<file path="config.mk">
export PLATFORM = sky130hd
export DESIGN_NAME = irq_ctrl
export DESIGN_NICKNAME = d
export VERILOG_FILES = /design/src/rtl/irq_ctrl.sv
export SDC_FILE = /design/constraint.sdc
export NUM_CORES = 1
export LEC_CHECK = 0
export ABC_AREA = 1
export ABC_CLOCK_PERIOD_IN_PS = 1600
export BUFFER_PORTS_ARGS = -buffer_cell sky130_fd_sc_hd__buf_4
export CAP_MARGIN = 15
export CORE_MARGIN = 5
export CORE_UTILIZATION = 42
export DETAILED_ROUTE_END_ITERATION = 6
export PLACE_DENSITY = 0.82
export SYNTH_ARGS = -nofsm -noshare
export SYNTH_HDL_FRONTEND = slang
export SYNTH_SLANG_ARGS = --single-unit
</file>
<file path="constraint.sdc">
create_clock -name clk -period 1.6 [get_ports clk]
set_clock_uncertainty 0.1 [all_clocks]
set_input_delay 0.16 -clock clk [delete_from_list [all_inputs] [get_ports clk]]
set_output_delay 0.16 -clock clk [all_outputs]
set_load 0.005 [all_outputs]
</file>
<file path="src/rtl/irq_ctrl.sv">
// irq_ctrl: memory-mapped interrupt controller.
// Captures rising edges on the device request lines into pending bits, applies
// a per-source mask and a global enable, and presents the lowest-index eligible
// source to the CPU with a req/ack handshake. After the ack, no further request
// is raised until software writes end-of-interrupt to the CUR register.
module irq_ctrl #(
    parameter logic [15:0] BASE  = 16'h7F20,
    parameter int          N_SRC = 6
) (
    input  logic             clk,
    input  logic             reset,
    input  logic [15:0]      addr,
    input  logic             we,
    input  logic [31:0]      wd,
    output logic [31:0]      rd,
    input  logic [N_SRC-1:0] irq_in,
    output logic             int_req,
    output logic [2:0]       int_id,
    input  logic             int_ack
);

    typedef enum logic [1:0] {
        IDLE = 2'd0,
        REQ  = 2'd1,
        SERV = 2'd2
    } state_t;

    localparam logic [3:0] OFF_CTRL = 4'h0;
    localparam logic [3:0] OFF_MASK = 4'h4;
    localparam logic [3:0] OFF_PEND = 4'h8;
    localparam logic [3:0] OFF_CUR  = 4'hC;

    state_t             state;
    state_t             state_nxt;
    logic               ctrl_ge;
    logic [N_SRC-1:0]   mask;
    logic [N_SRC-1:0]   pending;
    logic [N_SRC-1:0]   irq_prev;
    logic               int_req_nxt;
    logic [2:0]         int_id_nxt;

    logic [15:0]        off;
    logic [3:0]         off_lo;
    logic               wr_ctrl;
    logic               wr_mask;
    logic               wr_pend;
    logic               wr_cur;
    logic               in_svc;
    logic               eoi;

    logic [N_SRC-1:0]   edge_det;
    logic [N_SRC-1:0]   eligible;
    logic [N_SRC-1:0]   id_onehot;
    logic               id_eligible;
    logic [2:0]         sel;
    logic               ack_take;
    logic [N_SRC-1:0]   clr;

    // Upper write-data and offset bits have no register behind them.
    logic               unused_bits;
    assign unused_bits = ^{wd, off[15:4]};

    // Only the low four bits of the offset select a register.
    assign off     = addr - BASE;
    assign off_lo  = off[3:0];
    assign wr_ctrl = we && (off_lo == OFF_CTRL);
    assign wr_mask = we && (off_lo == OFF_MASK);
    assign wr_pend = we && (off_lo == OFF_PEND);
    assign wr_cur  = we && (off_lo == OFF_CUR);

    // The in-service flag is exactly "FSM is in SERV".
    assign in_svc  = (state == SERV);
    assign eoi     = wr_cur && in_svc;

    assign edge_det = irq_in & ~irq_prev;
    assign eligible = ctrl_ge ? (pending & mask) : '0;

    // Lowest-index eligible source wins; index 0 has the highest priority.
    always_comb begin
        // NOTE: defaults first so every path assigns each output; no latch is inferred.
        sel = '0;
        for (int i = N_SRC - 1; i >= 0; i--) begin
            if (eligible[i]) sel = 3'(i);
        end
    end

    // One-hot view of the current int_id, used for ack-clear and retract test.
    always_comb begin
        id_onehot = '0;
        for (int i = 0; i < N_SRC; i++) begin
            id_onehot[i] = (int_id == 3'(i));
        end
    end

    assign id_eligible = |(eligible & id_onehot);

    // Bits to clear this cycle: software W1C plus the source just acknowledged.
    assign clr = (wr_pend ? wd[N_SRC-1:0] : '0) | (ack_take ? id_onehot : '0);

    // Bus-visible configuration registers.
    always_ff @(posedge clk) begin
        // NOTE: non-blocking (<=) for every register so all flops sample pre-edge values.
        if (reset) begin
            ctrl_ge <= 1'b0;
            mask    <= '0;
        end else begin
            if (wr_ctrl) ctrl_ge <= wd[0];
            if (wr_mask) mask    <= wd[N_SRC-1:0];
        end
    end

    // Edge capture and pending bits; a set in the same cycle as a clear wins.
    always_ff @(posedge clk) begin
        if (reset) begin
            pending  <= '0;
            irq_prev <= irq_in;
        end else begin
            pending  <= (pending & ~clr) | edge_det;
            irq_prev <= irq_in;
        end
    end

    // Handshake FSM: state register together with the registered CPU outputs.
    always_ff @(posedge clk) begin
        if (reset) begin
            state   <= IDLE;
            int_req <= 1'b0;
            int_id  <= '0;
        end else begin
            state   <= state_nxt;
            int_req <= int_req_nxt;
            int_id  <= int_id_nxt;
        end
    end

    // Handshake FSM: next state and next values of int_req / int_id.
    always_comb begin
        state_nxt   = state;
        int_req_nxt = int_req;
        int_id_nxt  = int_id;
        ack_take    = 1'b0;
        unique case (state)
            IDLE: begin
                int_req_nxt = 1'b0;
                if (|eligible) begin
                    int_id_nxt  = sel;
                    int_req_nxt = 1'b1;
                    state_nxt   = REQ;
                end
            end
            REQ: begin
                // An ack takes precedence over a simultaneous retract condition.
                if (int_ack) begin
                    ack_take    = 1'b1;
                    int_req_nxt = 1'b0;
                    state_nxt   = SERV;
                end else if (!id_eligible) begin
                    int_req_nxt = 1'b0;
                    state_nxt   = IDLE;
                end
            end
            SERV: begin
                int_req_nxt = 1'b0;
                if (eoi) state_nxt = IDLE;
            end
            default: begin
                int_req_nxt = 1'b0;
                state_nxt   = IDLE;
            end
        endcase
    end

    // Combinational read mux.
    always_comb begin
        rd = '0;
        unique case (off_lo)
            OFF_CTRL: rd = {31'b0, ctrl_ge};
            OFF_MASK: rd = {{(32-N_SRC){1'b0}}, mask};
            OFF_PEND: rd = {{(32-N_SRC){1'b0}}, pending};
            OFF_CUR:  rd = {in_svc, 28'b0, int_id};
            default:  rd = '0;
        endcase
    end

endmodule

</file>
Word-level counts from Yosys, hierarchy flattened
Index checks and enable logic that the tools add are counted.
{ "totals": {"word_cells": 62, "input_bits": 58, "out_inout_bits": 36, "ff_bits": 25} }
{ "classes": {"eq_ne": 13, "n_bitwise": 8, "reduce_logical": 12, "n_addsub": 1, "mux": 21} }
{ "ops": {"columns": ["op", "count"], "rows": [
  ["case mux 32 bit (4 select lines)", 1],
  ["AND 6 bit", 4],
  ["two-way mux 3 bit", 6],
  ["two-way mux 6 bit", 3],
  ["inverter 6 bit", 2],
  ["bitwise OR 6 bit", 2],
  ["OR reduction 6 bit", 2],
  ["== test 4 bit, second input constant", 2],
  ["two-way mux 2 bit", 4],
  ["== test 3 x 2 -> 1 bit, second input constant", 2],
  ["== test 3 bit, second input constant", 2],
  ["case mux 2 bit (3 select lines)", 1],
  ["logical AND 1 bit", 5],
  ["two-way mux 1 bit", 5],
  ["== test 4 x 3 -> 1 bit, second input constant", 1],
  ["logical NOT 4 bit", 1],
  ["subtractor 4 x 1 -> 4 bit, second input constant", 1],
  ["== test 3 x 1 -> 1 bit, second input constant", 1],
  ["logical NOT 3 bit", 1],
  ["inequality test 3 bit, second input constant", 1],
  ["AND reduction 3 bit", 1],
  ["== test 2 x 1 -> 1 bit, second input constant", 1],
  ["== test 2 bit, second input constant", 1],
  ["logical NOT 2 bit", 1],
  ["other kinds (4)", 4]
]} }

Longest topological paths before layout
Gate-level depths: netlist of run 1.
{ "logic_depth": {"depth_word": 8, "depth_mapped": 9, "ltp_nobuf": 8} }

Least setup slack after synthesis of run 1
OpenSTA, ideal clock, no wires.
{ "synth_timing": {"path_kind": "register to register", "startpoint": "reg ctrl_ge", "endpoint": "reg int_id[0]", "t_arrival_ps": 956, "setup_time_ps": 114, "stages_incl_launch_ff": 10, "setup_slack_ps": 431, "path_buffers": 1, "required_ps": 1386, "cell_sequence": "dfxtp_1 > buf_6 > nand3_4 > nand2_2 > nor2_4 > nand2_4 > nand2_4 > nand2_1 > nand2_1 > a21oi_2"} }
{ "synth_via": {"elab_chain_cells": 7} }
{ "synth_rtl": {"columns": ["item", "line_no", "rtl"], "rows": [
  ["from (decl)", "35", "logic ctrl_ge;"],
  ["from (signal assigned)", "107", "if (wr_ctrl) ctrl_ge <= wd[0];"],
  ["two-way mux 6 bit *", "76", "assign eligible = ctrl_ge ? (pending & mask) : '0;"],
  ["two-way mux 3 bit (6 in series)", "83", "if (eligible[i]) sel = 3'(i);"],
  ["to (signal assigned)", "132", "int_id <= int_id_nxt;"],
  ["to (decl)", "18", "output logic [2:0] int_id,"]
]} }
Every way passes the cells marked *; elsewhere a longest branch is shown, timed or not.
A chain may end at the register's enable or synchronous reset.

Worst setup path in the final report of run 1
{ "layout_timing": {"startpoint": "reg int_id[1]", "endpoint": "out rd[1]"} }
{ "layout_via": {"elab_chain_cells": 1} }
{ "layout_rtl": {"columns": ["item", "line_no", "rtl"], "rows": [
  ["case mux 32 bit (4 select lines)", "176", "unique case (off_lo)"],
  ["to (decl)", "15", "output logic [31:0] rd,"]
]} }
No other way between the ends.

==> metrics.md, run 1 <==
| Metric | Value |
|---|---|
| Detailed Routing Iterations Pass 1 | `4` |
| Fillers | `342` |
| Final #Nets | `slightly below 300` |
| Post-Route WL | `3502 µm` |
| Power Dens Cells | `619.2 nW/µm²` |
| Cell taking the most area after synthesis | `dfxtp_1` |
| Share of layout cells above drive strength 1 | `23.53%` |
| Fin crit period | `between 1.5 and 2 ns` |
| Max-slew violations | `0` |
| Vias in the first global route | `1317` |
| Row count | `21` |
| Max Buffers Root-to-Sink | `2` |
| Num CTS Buffers | `3` |
| Mapped Avg Cell Area | `7.501 µm²` |
| Peak Freq | `662.5 MHz` |
| ANT cells | `0` |
| I/O pins | `94` |
| Setup TNS | `0 ns` |
| Die Y | `69.17 µm` |
| Top cell type's share of synthesized area | `between 30% and 40%` |
| Synth cell types | `25` |
| Die area | `4784 µm²` |
| CP max FO | `6` |
| Final core utilization | `a little over half` |
| Commonest register cell after synthesis | `dfxtp_1` |
| Crit path kind | `reg -> out` |
| Final period utilization | `94.34%` |
| Avg WL per Cell | `12.33 µm` |
| Storage cell area | `a little over 500 µm²` |
| Most frequent cell after synthesis | `nand2_1` |
| Htree depth | `1` |
| Post-DP HPWL | `2677 µm` |
| Tot GR Track Use | `approximately 14%` |
| Clk sink count | `25` |
| HP Class | `in -> reg` |
| Ys async rst share | `0%` |
| Clk_lat worst skew | `0.33 ns` |
| Initial antenna violation count | `0` |
| Die width | `69.17 µm` |
| First-pass GRT wire length | `5616 µm` |
| DRC errors left | `0` |
| Initial Utilization | `43.71%` |
| GPL Wtd Cong | `0.9337` |
| Vias | `1341` |
| Core footprint | `3363 µm²` |
| Minimum hold slack | `~0.0059 ns` |
| Crit path capture type | `output pin` |
| Post-synth EDFFs | `0` |
| CP arrival | `1.25 ns` |
| Syn Inst Count | `196` |
| Leak Pwr | `0.7726 nW` |
| CTS tree | `done` |
| Total power | `1.099 mW` |
| Clock root cell | `clkbuf_4` |
| Area of the mapped netlist | `~1500 µm²` |
| RSZ-0062 raised after global routing | `false` |
| Seq cells post-synth | `25` |
| P&R area growth vs syn | `20.77%` |
| Total congestion overflow | `0` |
| Top cells by area, synth | `dfxtp_1 (34%), buf_4 (13%), nand2_1 (8.4%), inv_1 (5.9%), a21oi_1 (5.8%)` |
| Required time of the critical path | `roughly 1.3 ns` |
| Startpoint Class | `register` |
| Part of the Yosys area used for sequential elements | `34.04%` |
| Final setup viols | `0` |
| Post-route ant nets | `0` |
| Outcome | `completed` |
| Footprint of the multi-input gates | `748.2 µm²` |
| Top post-synthesis cells by count | `nand2_1 (33), buf_4 (25), dfxtp_1 (25), inv_1 (23), a21oi_1 (17)` |
| Max-cap violation count | `0` |
| Largest net degree at the start of global routing | `14` |
| IO buf count | `30` |
| Clk pin slew, worst setup/hold paths | `roughly 0.13 ns` |
| Hold Violations, Final | `0` |
| VDD IR-drop max | `0.2939 mV` |
| Synth Warn # | `0` |
| Vias per cell | `4.722` |
| Drt initial violations | `98` |
-- area by class of cell --
type                       instances  area share [%]
tap                               46           3.242
sequential                        25           28.33
timing repair buffer              42           19.31
multi-input combinational        141           42.14
clock buffer                       4           1.480
inverter                          26           5.497
-- placed cells by master (no fill, tap or decap), types with 6 or more instances in the layout --
master	netlist	final
a21oi_1	17	17
buf_4	25	31
conb_1	1	25
dfxtp_1	25	23
dlygate4sd3_1	0	11
inv_1	23	23
nand2_1	33	33
nand3_1	8	8
nor2_1	15	15
o211ai_1	6	6
o21ai_0	6	6
-- sequential cells by signal (all words and copies together) (netlist names) --
register  flops
irq_prev      6
mask          6
pending       6
int_id        3
state         2
ctrl_ge       1
int_req       1
-- logic make-up after synthesis --
family	after synthesis	synth area share, %
AO/OA/AOI/OAI	38	15.23
buffers and inverters	54	21.19
flip-flops	25	34.04
other	1	0.2551
AND/OR/NAND/NOR	78	29.28
-- per-layer routing --
metal  vias up  share of wire [%]  global-route usage, %
met4         0                4.4                  9.111
met5         -                  0                      0
met2        67                 48                  24.36
met3        19                8.8                  3.924
li1        675                  -                      -
met1       580                 39                  15.56
-- through the flow --
step | area (µm²) | std cells | setup WS [ns]
finish | 1775 | 284 | 0.09057
global route | 1775 | 284 | 0.004933
CTS | 1753 | 282 | 0.07244
detailed placement | 1637 | 269 | 0.1835
global placement | 1637 | 269 | 0.2144
floorplan | 1560 | 220 | 0.4308
-- final timing paths --
kind                    start  cells after the start    endpoint  slack (ns)
hold reg to reg   irq_prev[3]                      3  pending[3]        0.39
hold / removal        int_ack                      4    state[0]       0.006
setup reg to reg      ctrl_ge                      9   int_id[0]        0.25
setup / recovery    int_id[1]                      3       rd[1]        0.09
-- timing repair --
action                                 in CTS  in global routing
endpoints found under the hold margin      18                  2
setup endpoints to repair                   0                  2
hold buffers                                9                  2
resized for setup                           0                  2
setup buffers                               0                  0
-- critical path, stage by stage (launching register included) --
cell,delay [ns]
dfxtp_1,0.45
inv_1,0.11
o221ai_1,0.21
buf_4,0.15
-- power by group --
| group | switching, mW | internal, mW |
|---|---|---|
| combinational | 0.0730 | 0.0691 |
| sequential | 0.0186 | 0.645 |
| clock | 0.196 | 0.0980 |
No activity file was read; power rests on OpenSTA's default activity.
==> inputs of run 2 (changes only) <==
ABC_CLOCK_PERIOD_IN_PS = 2000   (was 1600)
CORE_UTILIZATION = 45   (was 42)
GPL_TIMING_DRIVEN = 0   (was not set)
PLACE_DENSITY = 0.87   (was 0.82)
clock period = 2 ns   (was 1.6 ns; I/O delays follow)
==> metrics.md, run 2 (synthesized netlist as in run 1, its figures left out) <==
| Metric | Value |
|---|---|
| Setup crit end | `rd[2]` |
| Htree depth | `1` |
| RSZ-0062 raised after global routing | `false` |
| Placed Cells | `294` |
| Clk sink count | `25` |
| Clock root cell | `clkbuf_4` |
| Clk pin slew, worst setup/hold paths | `0.14 ns` |
| Post-route ant nets | `0` |
| Final #Nets | `320` |
| Clk_lat worst skew | `0.33 ns` |
| Leak Pwr | `0.8992 nW` |
| I/O pins | `94` |
| ANT cells | `0` |
| Reg-to-reg endpoint | `int_req` |
| WP depth | `3` |
| Die width | `67.16 µm` |
| Post-Route WL | `3406 µm` |
| Total congestion overflow | `0` |
| Largest net degree at the start of global routing | `14` |
| Critical-path cell list | `inv_1 > o221ai_1 > buf_4` |
| VDD IR-drop max | `0.2840 mV` |
| Crit path capture type | `output pin` |
| Row count | `20` |
| CP peak stage delay | `0.44 ns` |
| IO buf count | `30` |
| Vias | `roughly 1.4k` |
| Fin crit period | `1.601 ns` |
| Commonest cells after routing, fill and taps aside | `buf_4 (55), nand2_1 (33), conb_1 (25), dfxtp_1 (25), inv_1 (23)` |
| Crit path kind | `reg -> out` |
| Critical path's slowest cell | `dfxtp_1` |
| Tot GR Track Use | `15.92%` |
| Final setup viols | `0` |
| Sw Pwr | `around 0.23 mW` |
| Fillers | `around 290` |
| CP max FO | `5` |
| CP delay by family, top | `flip-flops` |
| Setup TNS | `0 ns` |
| Vias per cell | `4.548` |
| Internal power | `between 0.6 and 0.7 mW` |
| Final period utilization | `around four fifths` |
| Num CTS Buffers | `3` |
| Die Y | `67.16 µm` |
| Initial Utilization | `approximately 47%` |
| Reg2reg start | `int_id[2]` |
| Drt initial violations | `66` |
| Sequential share of power | `58.3%` |
| Core footprint | `3103 µm²` |
| WHS Path Cells | `3` |
| Power Dens Cells | `469.5 nW/µm²` |
| GPL Wtd Cong | `0.9159` |
| HP Class | `in -> reg` |
| Startpoint Class | `register` |
| Detailed Routing Iterations Pass 1 | `4` |
| Hold Violations, Final | `0` |
| Setup Fix Bufs, Post-CTS | `0` |
| CP arrival | `approximately 1.3 ns` |
| CP Launch Point | `int_id[2]` |
| DRC errors left | `0` |
| Required time of the critical path | `roughly 1.7 ns` |
| Worst Path Buf+Inv | `2` |
| Biggest regs | `irq_prev: 6 flops, mask: 6 flops, pending: 6 flops` |
| CTS tree | `done` |
| Avg WL per Cell | `~11 µm` |
| First-pass GRT wire length | `around 5500 µm` |
| Commonest non-fill, non-tap cell in the layout | `buf_4` |
| Post-DP HPWL | `2711 µm` |
| Comb pwr share | `15.9%` |
| Non-Filler Instances | `305` |
| Outcome | `completed` |
| Reg2reg setup slack | `0.66 ns` |
| Sw frac | `roughly a quarter` |
| Max-cap violation count | `0` |
| Peak Freq | `624.5 MHz` |
| Vias in the first global route | `1231` |
| Reg2Reg Depth | `7` |
| Max-slew violations | `0` |
| Post_cts resized | `0` |
| Clock group share of total power | `25.8%` |
| Die area | `between 4000 and 5000 µm²` |
| P&R area growth vs syn | `31.74%` |
| Share of layout cells above drive strength 1 | `a little under a third` |
| Initial antenna violation count | `0` |
| Max Buffers Root-to-Sink | `2` |
-- run 2: cell types whose count changed in the layout (fill, tap and decap cells not counted), sizes merged --
cell         delta
dlygate4sd3     -4
clkbuf          +1
buf            +26
-- run 2: power by group through the flow --
stage	registers, mW	clock network (mW)	logic, mW
after detailed placement	0.541	0	0.131
after CTS	0.530	0.241	0.142
after floorplan	0.538	0	0.0841
after global routing	0.533	0.258	0.161
after global placement	0.540	0	0.129
final	0.530	0.235	0.145
-- run 2: repair_timing --
action	4_1_cts	5_1_grt
setup endpoints to repair	0	0
hold buffers	7	0
endpoints found under the hold margin	8	0
-- run 2: layer usage --
metal | up-vias | part of all wire [%] | routed length [µm] | GRT usage, %
li1 | 721 | - | - | -
met1 | 621 | 42 | 1441 | 21.14
met2 | 40 | 50 | 1687 | 26.75
met3 | 5 | 6.9 | 234 | 2.329
met4 | 0 | 1.3 | 43 | 4.557
met5 | - | 0 | 0 | 0
-- run 2: layout make-up --
cell class | instances | area [µm²] | area share, %
plain buffers | 28 | 214.0 | 11.05
clock buffers | 4 | 26.28 | 1.357
inverters | 26 | 97.59 | 5.039
multi-input cells | 141 | 748.2 | 38.63
flip-flops and latches | 25 | 500.5 | 25.84
well taps | 44 | 55.05 | 2.842
repair buffers | 37 | 295.3 | 15.25
-- run 2: through the flow --
| stage | util [%] | hold WS (ns) | worst slack [ns] | cell area (µm²) | power [mW] |
|---|---|---|---|---|---|
| after floorplan | - | 0.1277 | 0.8308 | 1560 | 0.6225 |
| after global placement | 59.31 | 0.2143 | 0.6229 | 1841 | 0.6697 |
| after detailed placement | 59.31 | 0.2156 | 0.6321 | 1841 | 0.6718 |
| after CTS | 62.42 | 0.02587 | 0.4205 | 1937 | 0.9132 |
| after global routing | 62.42 | 0.03247 | 0.3562 | 1937 | 0.9525 |
| final | 62.42 | 0.03085 | 0.3986 | 1937 | 0.9094 |
-- run 2: worst register-to-register path, cell delays in order (launching register included) --
cell     delay [ns]
dfxtp_1        0.44
inv_1          0.13
nand3_1        0.12
nor2_1         0.07
nor2_1         0.11
nand3_1        0.11
nand3_1        0.09
a21oi_1        0.06
-- run 2: worst min path at each step --
stage	endpoint	slack [ns]	startpoint
6_report	mask[4]	0.03	wd[4]
3_3_place_gp	irq_prev[3]	0.21	irq_in[3]
2_1_floorplan	irq_prev[0]	0.13	irq_in[0]
5_1_grt	mask[4]	0.03	wd[4]
4_1_cts	mask[4]	0.03	wd[4]
3_5_place_dp	irq_prev[0]	0.22	irq_in[0]
==> inputs of run 3 (changes only) <==
ABC_CLOCK_PERIOD_IN_PS = 1600   (was 2000)
CORE_UTILIZATION = 42   (was 45)
PLACE_DENSITY = 0.82   (was 0.87)
clock period = 1.6 ns   (was 2 ns; I/O delays follow)
==> metrics.md, run 3 (synthesized netlist as in run 1, its figures left out) <==
| Metric | Value |
|---|---|
| Outcome | `completed` |
| Max-slew violations | `0` |
| Area after DPL | `1843 µm²` |
| Routed met1 length | `1417 µm` |
| Fin crit period | `1.530 ns` |
| Die area | `4784 µm²` |
| Commonest non-fill, non-tap cell in the layout | `buf_4` |
| Clk pin slew, worst setup/hold paths | `0.13 ns` |
| Tot GR Track Use | `14.21%` |
| IO buf count | `30` |
| Leak Pwr | `0.9039 nW` |
| First-pass GRT wire length | `5713 µm` |
| WHS Path Cells | `3` |
| Crit path kind | `reg -> out` |
| Reg-to-reg endpoint | `int_req` |
| Clk_lat worst skew | `0.32 ns` |
| Met2 WL | `about 1700 µm` |
| Reg2Reg Depth | `7` |
| Die Y | `69.17 µm` |
| Largest net degree at the start of global routing | `14` |
| Hold Violations, Final | `0` |
| Vias in the first global route | `1275` |
| Reg2reg setup slack | `0.28 ns` |
| Required time of the critical path | `1.34 ns` |
| Avg WL per Cell | `approximately 11 µm` |
| Core footprint | `3363 µm²` |
| Drt initial violations | `70` |
| Final core utilization | `58.00%` |
| I/O pins | `94` |
| P&R area growth vs syn | `32.68%` |
| CP max FO | `6` |
| Fillers | `between 300 and 400` |
| DRC errors left | `0` |
| Die width | `69.17 µm` |
| Reg2reg start | `int_id[0]` |
| Vias | `1378` |
| Vias per cell | `~4.5` |
| Final setup viols | `0` |
| Setup Fix Bufs, Post-CTS | `0` |
| ANT cells | `0` |
| RSZ-0062 raised after global routing | `false` |
| Highest Signal Layer | `met4` |
| Startpoint Class | `register` |
| Crit path capture type | `output pin` |
| Setup TNS | `0 ns` |
| Post-Route WL | `3387 µm` |
| WL met3 | `279 µm` |
| Num CTS Buffers | `3` |
| CP arrival | `1.27 ns` |
| CP Launch Point | `int_id[1]` |
| Htree depth | `1` |
| Peak Freq | `653.4 MHz` |
| Hold Crit Start | `wd[5]` |
| Max-cap violation count | `0` |
| HP Class | `in -> reg` |
| Detailed Routing Iterations Pass 1 | `4` |
| Final period utilization | `95.65%` |
| Post-route ant nets | `0` |
| Row count | `21` |
| CTS tree | `done` |
| Share of layout cells above drive strength 1 | `30.92%` |
| VDD IR-drop max | `0.4243 mV` |
| Power Dens Cells | `581.1 nW/µm²` |
| Post-DP HPWL | `2701 µm` |
| Max Buffers Root-to-Sink | `2` |
| Clk sink count | `25` |
| Design area | `a little under 2000 µm²` |
| Commonest cells after routing, fill and taps aside | `buf_4 (55), nand2_1 (33), conb_1 (25)` |
| WHS Endpoint | `mask[5]` |
| Initial antenna violation count | `0` |
| GPL Wtd Cong | `0.9335` |
| Initial Utilization | `about 44%` |
| Final #Nets | `321` |
| Clock root cell | `clkbuf_4` |
| Total congestion overflow | `0` |
| Biggest regs | `irq_prev: 6 flops, mask: 6 flops, pending: 6 flops` |
-- run 3: cell types whose count changed in the layout (fill, tap and decap cells not counted), sizes merged --
cell,change
dlygate4sd3,+1
-- run 3: what timing repair did --
item	in CTS	in global routing
setup endpoints to repair	0	1
gates resized for setup	0	1
hold endpoints to repair	13	0
hold buffers	8	0
-- run 3: how the worst max path moves through the flow --
stage / end / slack [ns] / cells after the start
6_report: rd[1] / 0.07 / 3
5_1_grt: rd[1] / 0.01 / 3
4_1_cts: rd[2] / 0.06 / 3
3_5_place_dp: rd[1] / 0.29 / 5
3_3_place_gp: rd[2] / 0.31 / 5
2_1_floorplan: int_id[0] / 0.43 / 9
-- run 3: metrics by stage --
| stage | power, mW | std cells | setup WS, ns | hold slack (ns) |
|---|---|---|---|---|
| floorplan | 0.7782 | 220 | 0.4308 | 0.08772 |
| global placement | 0.8377 | 296 | 0.3070 | 0.1744 |
| detailed placement | 0.8411 | 296 | 0.2859 | 0.1755 |
| CTS | 1.132 | 308 | 0.06264 | 0.005653 |
| global route | 1.186 | 308 | 0.01005 | 0.006554 |
| finish | 1.133 | 308 | 0.06961 | 0.001579 |
-- run 3: where the power goes --
part / internal, mW / total (mW) / switching, mW
combinational: 0.104 / 0.182 / 0.0784
clock: 0.0977 / 0.288 / 0.190
sequential: 0.645 / 0.663 / 0.0184
total: 0.847 / 1.13 / 0.287
-- run 3: final cells by class --
class                      instances  area (µm²)  share of cell area [%]
tap                               46       57.56                   2.951
timing repair buffer              38       305.3                   15.65
inverter                          26       97.59                   5.003
multi-input combinational        141       748.2                   38.36
sequential                        25       501.7                   25.72
clock buffer                       4       26.28                   1.347
buffer                            28       214.0                   10.97
-- run 3: worst max-delay path, stage by stage, from the launching register on --
cell and delay (ns):
dfxtp_1 0.46, inv_1 0.11, o221ai_1 0.22, buf_4 0.16
-- run 3: routing by layer --
layer	GRT usage, %	vias to the layer above
li1	-	723
met1	16.98	598
met2	24.47	50
met3	4.360	7
met4	3.905	0
met5	0	-
